<file path="config.mk">
export PLATFORM = sky130hd
export DESIGN_NAME = pipe_hazard_ctrl
export DESIGN_NICKNAME = d
export VERILOG_FILES = /design/src/rtl/pipe_hazard_ctrl_pkg.sv /design/src/rtl/pipe_hazard_ctrl_md_busy_timer.sv /design/src/rtl/pipe_hazard_ctrl.sv
export SDC_FILE = /design/constraint.sdc
export NUM_CORES = 1
export LEC_CHECK = 0
export CAP_MARGIN = 20
export CORE_MARGIN = 2
export CORE_UTILIZATION = 49
export CTS_CLUSTER_DIAMETER = 60
export DETAILED_ROUTE_END_ITERATION = 6
export GPL_TIMING_DRIVEN = 0
export PLACE_DENSITY = 0.94
export SLEW_MARGIN = 10
export SYNTH_ARGS = -nofsm -noshare
export SYNTH_HDL_FRONTEND = slang
export SYNTH_SLANG_ARGS = --single-unit
</file>
<file path="constraint.sdc">
create_clock -name i_clk -period 4.6 [get_ports i_clk]
set_input_delay 0.92 -clock i_clk [delete_from_list [all_inputs] [get_ports i_clk]]
set_output_delay 0.92 -clock i_clk [all_outputs]
set_load 0.02 [all_outputs]
</file>
<file path="src/rtl/pipe_hazard_ctrl_pkg.sv">
// Shared definitions for the pipeline hazard sequencer.
// State codes, latency defaults and the per-source hazard compare.
package pipe_hazard_ctrl_pkg;

  typedef enum logic [1:0] {
    S_RUN   = 2'd0,
    S_STALL = 2'd1,
    S_REQ   = 2'd2
  } state_t;

  localparam logic [1:0] TUSE_NONE = 2'd3;
  localparam logic [4:0] REG_ZERO  = 5'd0;
  localparam int MULT_LAT_D = 5;
  localparam int DIV_LAT_D  = 10;

  function automatic logic src_hazard(
    input logic [4:0] src,
    input logic [1:0] tuse,
    input logic [4:0] wa,
    input logic [1:0] tnew
  );
    return (src != REG_ZERO) &&
           (tuse != TUSE_NONE) &&
           (src == wa) &&
           (tuse < tnew);
  endfunction

endpackage

</file>
<file path="src/rtl/pipe_hazard_ctrl_md_busy_timer.sv">
// MDU busy countdown for the hazard sequencer.
// Busy covers the start cycle plus the remaining latency.
module md_busy_timer
  import pipe_hazard_ctrl_pkg::*;
#(
  parameter int MULT_LAT = MULT_LAT_D,
  parameter int DIV_LAT  = DIV_LAT_D,
  parameter int CNT_W    = 4
) (
  input  logic i_clk,
  input  logic i_reset_n,
  input  logic i_start,
  input  logic i_div,
  input  logic i_kill,
  output logic o_busy
);

  logic [CNT_W-1:0] cnt;

  // A start killed by Req never loads; an in-flight count keeps running.
  always_ff @(posedge i_clk or negedge i_reset_n) begin
    if (!i_reset_n) begin
      cnt <= '0;
    end else if (i_start && !i_kill) begin
      cnt <= i_div ? CNT_W'(DIV_LAT) : CNT_W'(MULT_LAT);
    end else if (cnt != '0) begin
      cnt <= cnt - CNT_W'(1);
    end
  end

  assign o_busy = i_start | (cnt != '0);

endmodule

</file>
<file path="src/rtl/pipe_hazard_ctrl.sv">
// Central F/D/E/M/W sequencer: advance, stall at D, or Req flush.
// Combines data, MDU and eret hazards; Req always wins.
module pipe_hazard_ctrl
  import pipe_hazard_ctrl_pkg::*;
#(
  parameter int MULT_LAT = MULT_LAT_D,
  parameter int DIV_LAT  = DIV_LAT_D,
  parameter int CNT_W    = 4,
  parameter int PERF_W   = 32
) (
  input  logic              i_clk,
  input  logic              i_reset_n,
  input  logic [4:0]        i_d_rs,
  input  logic [4:0]        i_d_rt,
  input  logic [1:0]        i_d_tuse_rs,
  input  logic [1:0]        i_d_tuse_rt,
  input  logic              i_d_is_md,
  input  logic              i_d_eret,
  input  logic [4:0]        i_e_wa,
  input  logic [1:0]        i_e_tnew,
  input  logic [4:0]        i_m_wa,
  input  logic [1:0]        i_m_tnew,
  input  logic              i_e_md_start,
  input  logic              i_e_md_div,
  input  logic              i_e_mtc0_epc,
  input  logic              i_m_mtc0_epc,
  input  logic              i_int_req,
  output logic              o_pc_en,
  output logic              o_fd_en,
  output logic              o_de_flush,
  output logic              o_req,
  output logic              o_md_busy,
  output logic [1:0]        o_state,
  output logic [PERF_W-1:0] o_stall_cnt
);

  state_t state, state_n;
  logic   rs_haz, rt_haz, md_haz, eret_haz, stall;

  md_busy_timer #(
    .MULT_LAT (MULT_LAT),
    .DIV_LAT  (DIV_LAT),
    .CNT_W    (CNT_W)
  ) u_md_busy_timer (
    .i_clk     (i_clk),
    .i_reset_n (i_reset_n),
    .i_start   (i_e_md_start),
    .i_div     (i_e_md_div),
    .i_kill    (i_int_req),
    .o_busy    (o_md_busy)
  );

  assign rs_haz =
    src_hazard(i_d_rs, i_d_tuse_rs, i_e_wa, i_e_tnew) |
    src_hazard(i_d_rs, i_d_tuse_rs, i_m_wa, i_m_tnew);
  assign rt_haz =
    src_hazard(i_d_rt, i_d_tuse_rt, i_e_wa, i_e_tnew) |
    src_hazard(i_d_rt, i_d_tuse_rt, i_m_wa, i_m_tnew);
  assign md_haz   = i_d_is_md & o_md_busy;
  assign eret_haz = i_d_eret & (i_e_mtc0_epc | i_m_mtc0_epc);
  assign stall    = rs_haz | rt_haz | md_haz | eret_haz;

  always_ff @(posedge i_clk or negedge i_reset_n) begin
    if (!i_reset_n) begin
      state <= S_RUN;
    end else begin
      state <= state_n;
    end
  end

  // Next state depends only on this cycle's action, so code 3 recovers.
  always_comb begin
    state_n    = S_RUN;
    o_pc_en    = 1'b1;
    o_fd_en    = 1'b1;
    o_de_flush = 1'b0;
    o_req      = 1'b0;
    unique case (1'b1)
      i_int_req: begin
        o_req   = 1'b1;
        state_n = S_REQ;
      end
      (stall && !i_int_req): begin
        o_pc_en    = 1'b0;
        o_fd_en    = 1'b0;
        o_de_flush = 1'b1;
        state_n    = S_STALL;
      end
      default: ;
    endcase
  end

  always_ff @(posedge i_clk or negedge i_reset_n) begin
    if (!i_reset_n) begin
      o_stall_cnt <= '0;
    end else if (stall && !i_int_req) begin
      o_stall_cnt <= o_stall_cnt + PERF_W'(1);
    end
  end

  assign o_state = state;

endmodule

</file>
==> flow_metrics.py <==
metrics = {
    "setup_path": {
        "critPathArrivalTime_ns": 3.52,
        "path_class": "in -> out",
        "end_kind": "output pin",
        "path_max_fanout": 6,
        "cp.required_ns": 3.68,
        "crit_path_start_kind": "input port",
    },
    "power_and_ir_drop": {
        "power.total_mw": 1.03,
        "powerDensity_nw_per_um2": 327,
        "leakagePower_nw": 1.40,
        "ir_drop_mv": 0.204,
    },
    "logic_synthesis": {
        "ys.flop_type": "dfrtp_1",
        "synth_area_um2": 2160,
        "synth_cell_types": 36,
        "ys_seq_elements": 38,
        "async_flop_share": 1.00,
        "syn_nets": 255,
        "synth.area.top_cells": "dfrtp_1 44%, xnor2_1 12%, xor2_1 9.3%",
        "synth_warnings": 0,
        "synth_edf_count": 0,
        "synth_top_area_frac": 0.441,
        "syn-instance-count": 211,
        "ys_seq_area_frac": 0.441,
        "yosysTopAreaCell": "dfrtp_1",
        "syn_area_per_cell_um2": 10.2,
    },
    "route": {
        "wirelength_um": 5130,
        "wl_per_cell_um": 14.7,
        "drcViolationCount": 0,
        "num_vias": 1811,
        "drt-pass1-iter-count": 4,
        "antenna_left": 0,
        "vias_per_cell": 5.20,
        "drtIter0Drc": 89,
    },
    "layout": {
        "regArea_um2": 951,
        "multiInputGateArea_um2": 1170,
        "area_growth_pct": 45.6,
        "drive_gt1_frac": 0.0777,
        "diodes": 0,
        "n_fill_cell": 339,
        "fin_nets": 339,
    },
    "global_routing": {
        "grt_overflow": 0,
        "gr-usage-met2": 0.395,
        "grt_use_met3": 0.0736,
        "grt_max_degree": 22,
        "busiest_layer": "met2",
        "grt_pass1_wl_um": 8380,
        "track_usage": 0.218,
        "antenna_found_initial": 0,
        "grtUsageMet1": 0.238,
        "grt_pass1_vias": 1875,
    },
    "timing": {
        "setup_violations": 0,
        "tightest_slew_ns": 0.591,
        "maxSlewHeadroom": 0.605,
        "min_period_over_period": 0.966,
        "final-hold-violation-count": 0,
        "grt_setup_unrepaired": "false",
        "max_freq_mhz": 225,
        "fin_crit_ns": 4.44,
        "fin_worst_skew_ns": 0.00291,
        "fin_ws_ns": 0.156,
        "drv_slew": 0,
    },
    "cts": {
        "clock_latency_ns": 0.29,
        "cts.path.max_buffers": 2,
        "path_clk_slew_ns": 0.07,
        "cts_buffers": 5,
        "cts_tree": "done",
        "postCtsHoldBufs": 0,
        "htree_num_levels": 2,
        "cts.sinks": 38,
        "cts_root_buf": "clkbuf_8",
    },
    "die": {
        "fp-row-count": 24,
        "core_um2": 4290,
        "die-width_um": 70.4,
        "ioPinCount": 76,
        "die_area_um2": 4950,
        "dieHeight_um": 70.4,
        "initial_core_util": 0.502,
    },
    "outcome": {
        "status": "completed",
    },
    "placed_design": {
        "io_buffer_count": 75,
        "dp_hpwl_um": 4020,
        "gp_congestion": 0.826,
        "pre_cts_ws_ns": -0.150,
    },
    "worst_hold_path": {
        "hold_path_class": "reg -> reg",
    },
    "flow_run": {
        "drv_cap": 0,
    },
}
cells by family (layout without fill, tap and decap cells):
| family | Yosys count | after routing | share of synthesized area |
|---|---|---|---|
| AOI/OAI and AO/OA | 15 | 15 | 0.0580 |
| xor gates and xnor gates | 53 | 53 | 0.215 |
| adders and majority gates | 7 | 7 | 0.0406 |
| buffers and inverters | 14 | 99 | 0.0325 |
| DFF | 38 | 38 | 0.441 |
| muxes | 1 | 1 | 0.00696 |
| and+or+nand+nor | 83 | 83 | 0.206 |
metal layers:
metal	wire length, um	part of all wire
met4	84	0.016
met3	372	0.073
met5	0	0
met2	2640	0.52
met1	2030	0.40
synthesized netlist by cell type, types with 3 or more instances:
cell and n:
nand4_1 5, a21oi_1 4, nor2_1 17, and3_1 9, nand3_1 12, o21ai_0 3
nand2b_1 6, nand2_1 16, ha_1 7, inv_1 7, xor2_1 23, dfrtp_1 38
xnor2_1 30, and4_1 5
power breakdown:
part	total [mW]	switching [mW]	leakage, nW	internal (mW)
clock	0.278	0.118	0.0579	0.160
combinational	0.321	0.152	0.835	0.169
sequential	0.428	0.0480	0.508	0.380
total	1.03	0.318	1.40	0.708
metrics by stage:
| stage | hold slack (ns) | TNS (ns) | utilization | cells | cell area [um2] |
|---|---|---|---|---|---|
| floorplan | 0.549 | 0 | - | 211 | 2160 |
| global placement | 0.463 | -0.122 | 0.692 | 338 | 2970 |
| detailed placement | 0.478 | -0.304 | 0.698 | 339 | 3000 |
| CTS | 0.494 | 0 | 0.724 | 348 | 3110 |
| global route | 0.503 | 0 | 0.732 | 348 | 3140 |
| finish | 0.489 | 0 | 0.732 | 348 | 3140 |
sequential cells by signal (all words and copies together) (netlist names):
signal and count:
o_state 2, u_md_busy_timer.cnt 4, o_stall_cnt 32
worst max-delay path, stage by stage:
cell             delay (ns)
clkdlybuf4s50_1        0.48
ha_1                   0.36
a2111oi_4              0.35
nand4_1                0.17
a221oi_2               0.33
nor3_2                 0.11
or2_1                  0.23
buf_6                  0.13
buf_4                  0.12
dlygate4sd2_1          0.31
layout make-up:
cell class                 count  share of cell area
inverter                       7             0.00836
timing repair buffer          77               0.249
tap                           52              0.0207
clock buffer                   5              0.0219
sequential                    38               0.303
buffer                         7              0.0139
clock inverter                 3              0.0127
multi-input combinational    159               0.371
placed cells by master, fill, tap and decap left out, drive strengths merged, types with 2 or more instances in the layout:
| cell | instances |
|---|---|
| inv | 7 |
| xor2 | 23 |
| dlygate4sd2 | 2 |
| a221oi | 2 |
| clkdlybuf4s50 | 71 |
| clkbuf | 7 |
| dfrtp | 38 |
| nor3 | 2 |
| nand2b | 6 |
| and4 | 5 |
| clkinv | 2 |
| buf | 8 |
| nor2 | 17 |
| o21ai | 3 |
| and3 | 9 |
| nand3 | 12 |
| xnor2 | 30 |
| or4 | 2 |
| ha | 7 |
| nand2 | 16 |
| nand4 | 5 |
| nor4 | 2 |
| a21oi | 4 |
| a2111oi | 2 |
path summary, 6_finish.rpt:
kind,startpoint,to,slack (ns),cells after the start
worst max-delay path,i_d_tuse_rs[1],o_pc_en,0.16,10
worst min-delay path,o_stall_cnt[27],o_stall_cnt[27],0.49,1
max in group asynchronous,i_reset_n,o_stall_cnt[29],3.58,2
worst min register to register,o_stall_cnt[27],o_stall_cnt[27],0.49,1
min in group asynchronous,i_reset_n,u_md_busy_timer.cnt[2],0.57,1
worst max register to register,u_md_busy_timer.cnt[0],o_stall_cnt[27],2.03,10
repair_timing:
item / 4_1_cts / 5_1_grt
resized for setup: 2 / 4
endpoints found under the setup margin: 3 / 2
pin swaps: 1 / 1
setup buffers: 1 / 0
No activity file was read; power rests on OpenSTA's default activity.
==> patch 1 (same settings) <==
Register the input `i_e_md_div` before use, without a reset. The logic sees it one clock later. The other inputs are not delayed to match.
--- a/src/rtl/pipe_hazard_ctrl.sv
+++ b/src/rtl/pipe_hazard_ctrl.sv
@@ -35,4 +35,10 @@
 );
 
+  logic i_e_md_div_q;
+
+  always_ff @(posedge i_clk) begin
+    i_e_md_div_q <= i_e_md_div;
+  end
+
   state_t state, state_n;
   logic   rs_haz, rt_haz, md_haz, eret_haz, stall;
@@ -46,5 +52,5 @@
     .i_reset_n (i_reset_n),
     .i_start   (i_e_md_start),
-    .i_div     (i_e_md_div),
+    .i_div     (i_e_md_div_q),
     .i_kill    (i_int_req),
     .o_busy    (o_md_busy)
Check against the original RTL: not equivalent (a bounded check fails within 10 cycles, from zero or initial values and one cycle with i_reset_n low).
==> patch 1 against the original RTL <==
Critical path depth is the same. Routed wire length grew 2.2%. Total power rose by 2.2%. Final area increased by 3.1%. Sequential power increased by 3%. Setup slack got worse by 0.034 ns. Fmax is 0.76% lower. Clock power up 4%. Sequential cell count increased by 1. Synthesized area is 0.93% higher. Largest cell class unchanged. Highest routed layer unchanged.
==> patch 1: results (changes against the original RTL) <==
* Gpl congestion at 0.794 (-3.9%)
* Largest net degree at the start of global routing at 38 (+73%)
* Global-route wire length before repair at 8.60 mm (+2.6%)
* Leak at 1.47 nW (+4.6%)
* Synth unique cells at 37 (+2.8%)
* DR WL met2 at 2.74 mm (+3.6%)
* WL/cell at 14.6 µm (-1.2%)
* Hpwl dp at 3.79 mm (-5.7%)
* Non-clock buffers, area share at 0.278 (+0.0152)
* Seq cells at 39 (+2.6%)
* Mapped cell area at 0.00218 mm² (+0.93%)
* ClkCell Share at 0.0347 (+0.000101)
* Post-CTS setup repair buffer count at 12 (+11)
* Synth async-reset ratio at 0.974 (-0.0256)
* Post-DP Area at 0.00301 mm² (+0.42%)
* DR iter-0 viols at 102 (+15%)
* Met3 Use GR at 0.0513 (-0.0223)
* Synthesized Nets at 256 (+0.39%)
* Register area share after synthesis at 0.446 (+0.00514)
* Worst path max stage delay at 0.50 ns (+0.02 ns)
* Top cells by area, synth: dfrtp_1 44%, xnor2_1 12%, xor2_1 9.3%, ha_1 4.0%, nor2_1 2.9%
* Slew HR at 0.549 (-0.0564)
* Internal power at 721 µW (+1.8%)
* Peak VDD IR at 0.000175 V (-15%)
* Dpl cells at 340 (+0.29%)
* Multi-input combinational area share at 0.360 (-0.0113)
* M1 GR Usage at 0.257 (+0.0193)
* Status: finished clean
* Mux cell area share after synthesis at 0.00690 (-0.0000640)
* Fin Hold WS at 0.406 ns (-0.0833 ns)
* Vias/cell at 5.29 (+1.6%)
* Overall routing resource usage at 0.217 (-0.000292)
* Min Tclk post-route at 4.48 ns (+0.0338 ns)
* R2R Setup Slk at 1.83 ns (-0.20 ns)
* Vias in the first global route at 1896 (+1.1%)
patch 1: changes by cell type in the layout (fill, tap and decap cells not counted):
cell	delta
buf_16	-1
dfxtp_1	+1
clkinv_4	+1
buf_12	+1
clkinv_2	-1
buf_4	+11
patch 1: worst paths after layout:
check	from	endpoint
max reg2reg	u_md_busy_timer.cnt[0]	o_stall_cnt[29]
max in group asynchronous	i_reset_n	o_stall_cnt[23]
min in group i_clk	i_e_md_div_q	u_md_busy_timer.cnt[2]
min reg2reg	i_e_md_div_q	u_md_busy_timer.cnt[2]
max	i_d_tuse_rs[1]	o_pc_en
min	i_reset_n	u_md_busy_timer.cnt[3]
patch 1: power by group through the flow:
stage               Clock, mW  Sequential (mW)  Combinational (mW)
floorplan                   0            0.467               0.147
global placement            0            0.439               0.303
detailed placement          0            0.445               0.314
CTS                     0.289            0.439               0.321
global route            0.309            0.448               0.350
finish                  0.288            0.441               0.321
==> patch 2 (config.mk and constraints unchanged) <==
Without the edit above. `CNT_W` is set to 4 in 2 places; all go to 6.
--- a/src/rtl/pipe_hazard_ctrl_md_busy_timer.sv
+++ b/src/rtl/pipe_hazard_ctrl_md_busy_timer.sv
@@ -6,5 +6,5 @@
   parameter int MULT_LAT = MULT_LAT_D,
   parameter int DIV_LAT  = DIV_LAT_D,
-  parameter int CNT_W    = 4
+  parameter int CNT_W    = 6
 ) (
   input  logic i_clk,
--- a/src/rtl/pipe_hazard_ctrl.sv
+++ b/src/rtl/pipe_hazard_ctrl.sv
@@ -6,5 +6,5 @@
   parameter int MULT_LAT = MULT_LAT_D,
   parameter int DIV_LAT  = DIV_LAT_D,
-  parameter int CNT_W    = 4,
+  parameter int CNT_W    = 6,
   parameter int PERF_W   = 32
 ) (
Behaviour: no difference found for any inputs over 10 cycles, from zero or initial values and one cycle with i_reset_n low; that may be too few to reach the edited logic, so the function may still have changed.
==> patch 2 against the original RTL <==
Final area grew 18%. Total power is 11% higher. Core utilization decreased by 5.4 points. Sequential share of layout area shrank 3.3 points. Fmax is 1.1% higher. Sequential cell count is 2 higher. Count of clock-buffer cells in the layout is 1 higher. Die area rose by 26%. Routed wire length rose by 26%. Register-to-register slack gained 0.45 ns. Synthesized area rose by 27%. Setup slack better by 0.050 ns. Synthesized cell count up 24%.
==> patch 2: results (changes against the original RTL) <==
* Status: finished clean
* Largest reg by FF count: o_stall_cnt
* Synth async-reset ratio at 1.00 (unchanged)
* CTS HTree Levels at 2 (unchanged)
* Worst skew pair latency at 0.29 ns (about the same)
* Hold crit path type: reg2reg
* DR iter-0 viols at 142 (+60%)
* Global-route wire length before repair at 10.9 mm (+30%)
* Worst path max stage delay at 0.60 ns (+0.12 ns)
* Largest register FFs at 32 (unchanged)
* Buffer depth of the longest clock path at 2 (unchanged)
* Worst Skew at 0.00522 ns (+0.00231 ns)
* Register area share after synthesis at 0.365 (-0.0760)
* Synthesized Nets at 306 (+20%)
* Synthesis Warnings at 0 (unchanged)
* I/O Buffers at 75 (unchanged)
* Critical Path Slowest Stage Cell: clkdlybuf4s50_1
* Hpwl dp at 5.14 mm (+28%)
* Largest net degree at the start of global routing at 28 (+27%)
* Ant. Diodes at 0 (unchanged)
* Post-synth top cells: 44 x xnor2_1, 40 x dfrtp_1, 19 x o311ai_2, 13 x inv_1
* Clock transition at path regs at 0.07 ns (about the same)
* Clock Tree Root: clkbuf_8
* Vias at 2356 (+30%)
* Critical path fanouts, max at 5 (-1)
* Top cells by area, synth: dfrtp_1 36%, xnor2_1 14%, o311ai_2 11%, xor2_1 3.8%, ha_1 3.2%
* Worst slew pin tran at 0.708 ns (+0.117 ns)
* Setup TNS Final at 0 ns (unchanged)
* Gpl congestion at 0.908 (+9.9%)
* Vias in the first global route at 2333 (+24%)
* Share of post-route cells with drive strength above 1 at 0.139 (+0.0610)
* Post-CTS setup repair buffer count at 0 (-1)
* TritonRoute pass-1 iters at 5 (+1)
* Peak VDD IR at 0.000247 V (+21%)
* Overall routing resource usage at 0.218 (+0.000725)
* Synth unique cells at 36 (unchanged)
* Final WL at 6.47 mm (+26%)
* CTS Buf Count at 5 (unchanged)
* CP delay by family, top: buffers and inverters
* Nets at 389 (+15%)
* Worst Path Arrival at 3.47 ns (-0.05 ns)
* Post-cts resize count at 0 (-2)
* Leak at 1.41 nW (+0.86%)
* Ys flop type: dfrtp_1
* Setup Slack @ Placement at 0.214 ns (+0.364 ns)
* Initial antenna violation count at 0 (unchanged)
patch 2: cells by family after synthesis:
kind of cell	Yosys count	share of synthesized area
flip-flops	40	0.365
multiplexers	1	0.00410
AO/OA/AOI/OAI	48	0.190
XOR/XNOR	56	0.179
adder cells (fa/ha/maj)	7	0.0319
buffers and inverters	28	0.0597
AND/OR/NAND/NOR	82	0.171
patch 2: cell type report:
type / count / area, µm²
Clock buffer: 6 / 72.6
Multi-Input combinational cell: 194 / 1580
Timing Repair Buffer: 76 / 766
Buffer: 15 / 115
Tap cell: 72 / 90.1
Fill cell: 425 / 1770
Sequential cell: 40 / 1000
Inverter: 13 / 48.8
Clock inverter: 2 / 35.0
patch 2: stage by stage:
step | hold WS, ns | power [mW] | instances | area (µm²)
floorplan | 0.525 | 0.698 | 262 | 2740
global placement | 0.462 | 0.845 | 409 | 3580
detailed placement | 0.486 | 0.861 | 410 | 3600
CTS | 0.509 | 1.14 | 418 | 3710
global route | 0.527 | 1.20 | 418 | 3710
finish | 0.492 | 1.14 | 418 | 3710
patch 2: path summary, 6_finish.rpt:
path,from,end,slack (ns),cells after the start
worst max register to register,o_stall_cnt[0],o_stall_cnt[28],2.48,7
max in group asynchronous,i_reset_n,o_stall_cnt[29],3.64,2
worst max-delay path,i_d_tuse_rs[1],o_de_flush,0.21,8
min in group asynchronous,i_reset_n,o_stall_cnt[17],0.51,1
worst min register to register,o_stall_cnt[31],o_stall_cnt[31],0.49,1
worst min-delay path,o_stall_cnt[31],o_stall_cnt[31],0.49,1
patch 2: report_power, final:
part	switching [mW]	internal (mW)
logic	0.189	0.192
clock network	0.122	0.161
registers	0.0688	0.406
total	0.379	0.759
patch 2: layer usage:
metal	global-route usage	vias up	part of all wire
met5	0	-	0
met4	0.0672	0	0.019
met3	0.0455	14	0.062
met2	0.402	95	0.52
met1	0.255	1128	0.40
li1	-	1119	-
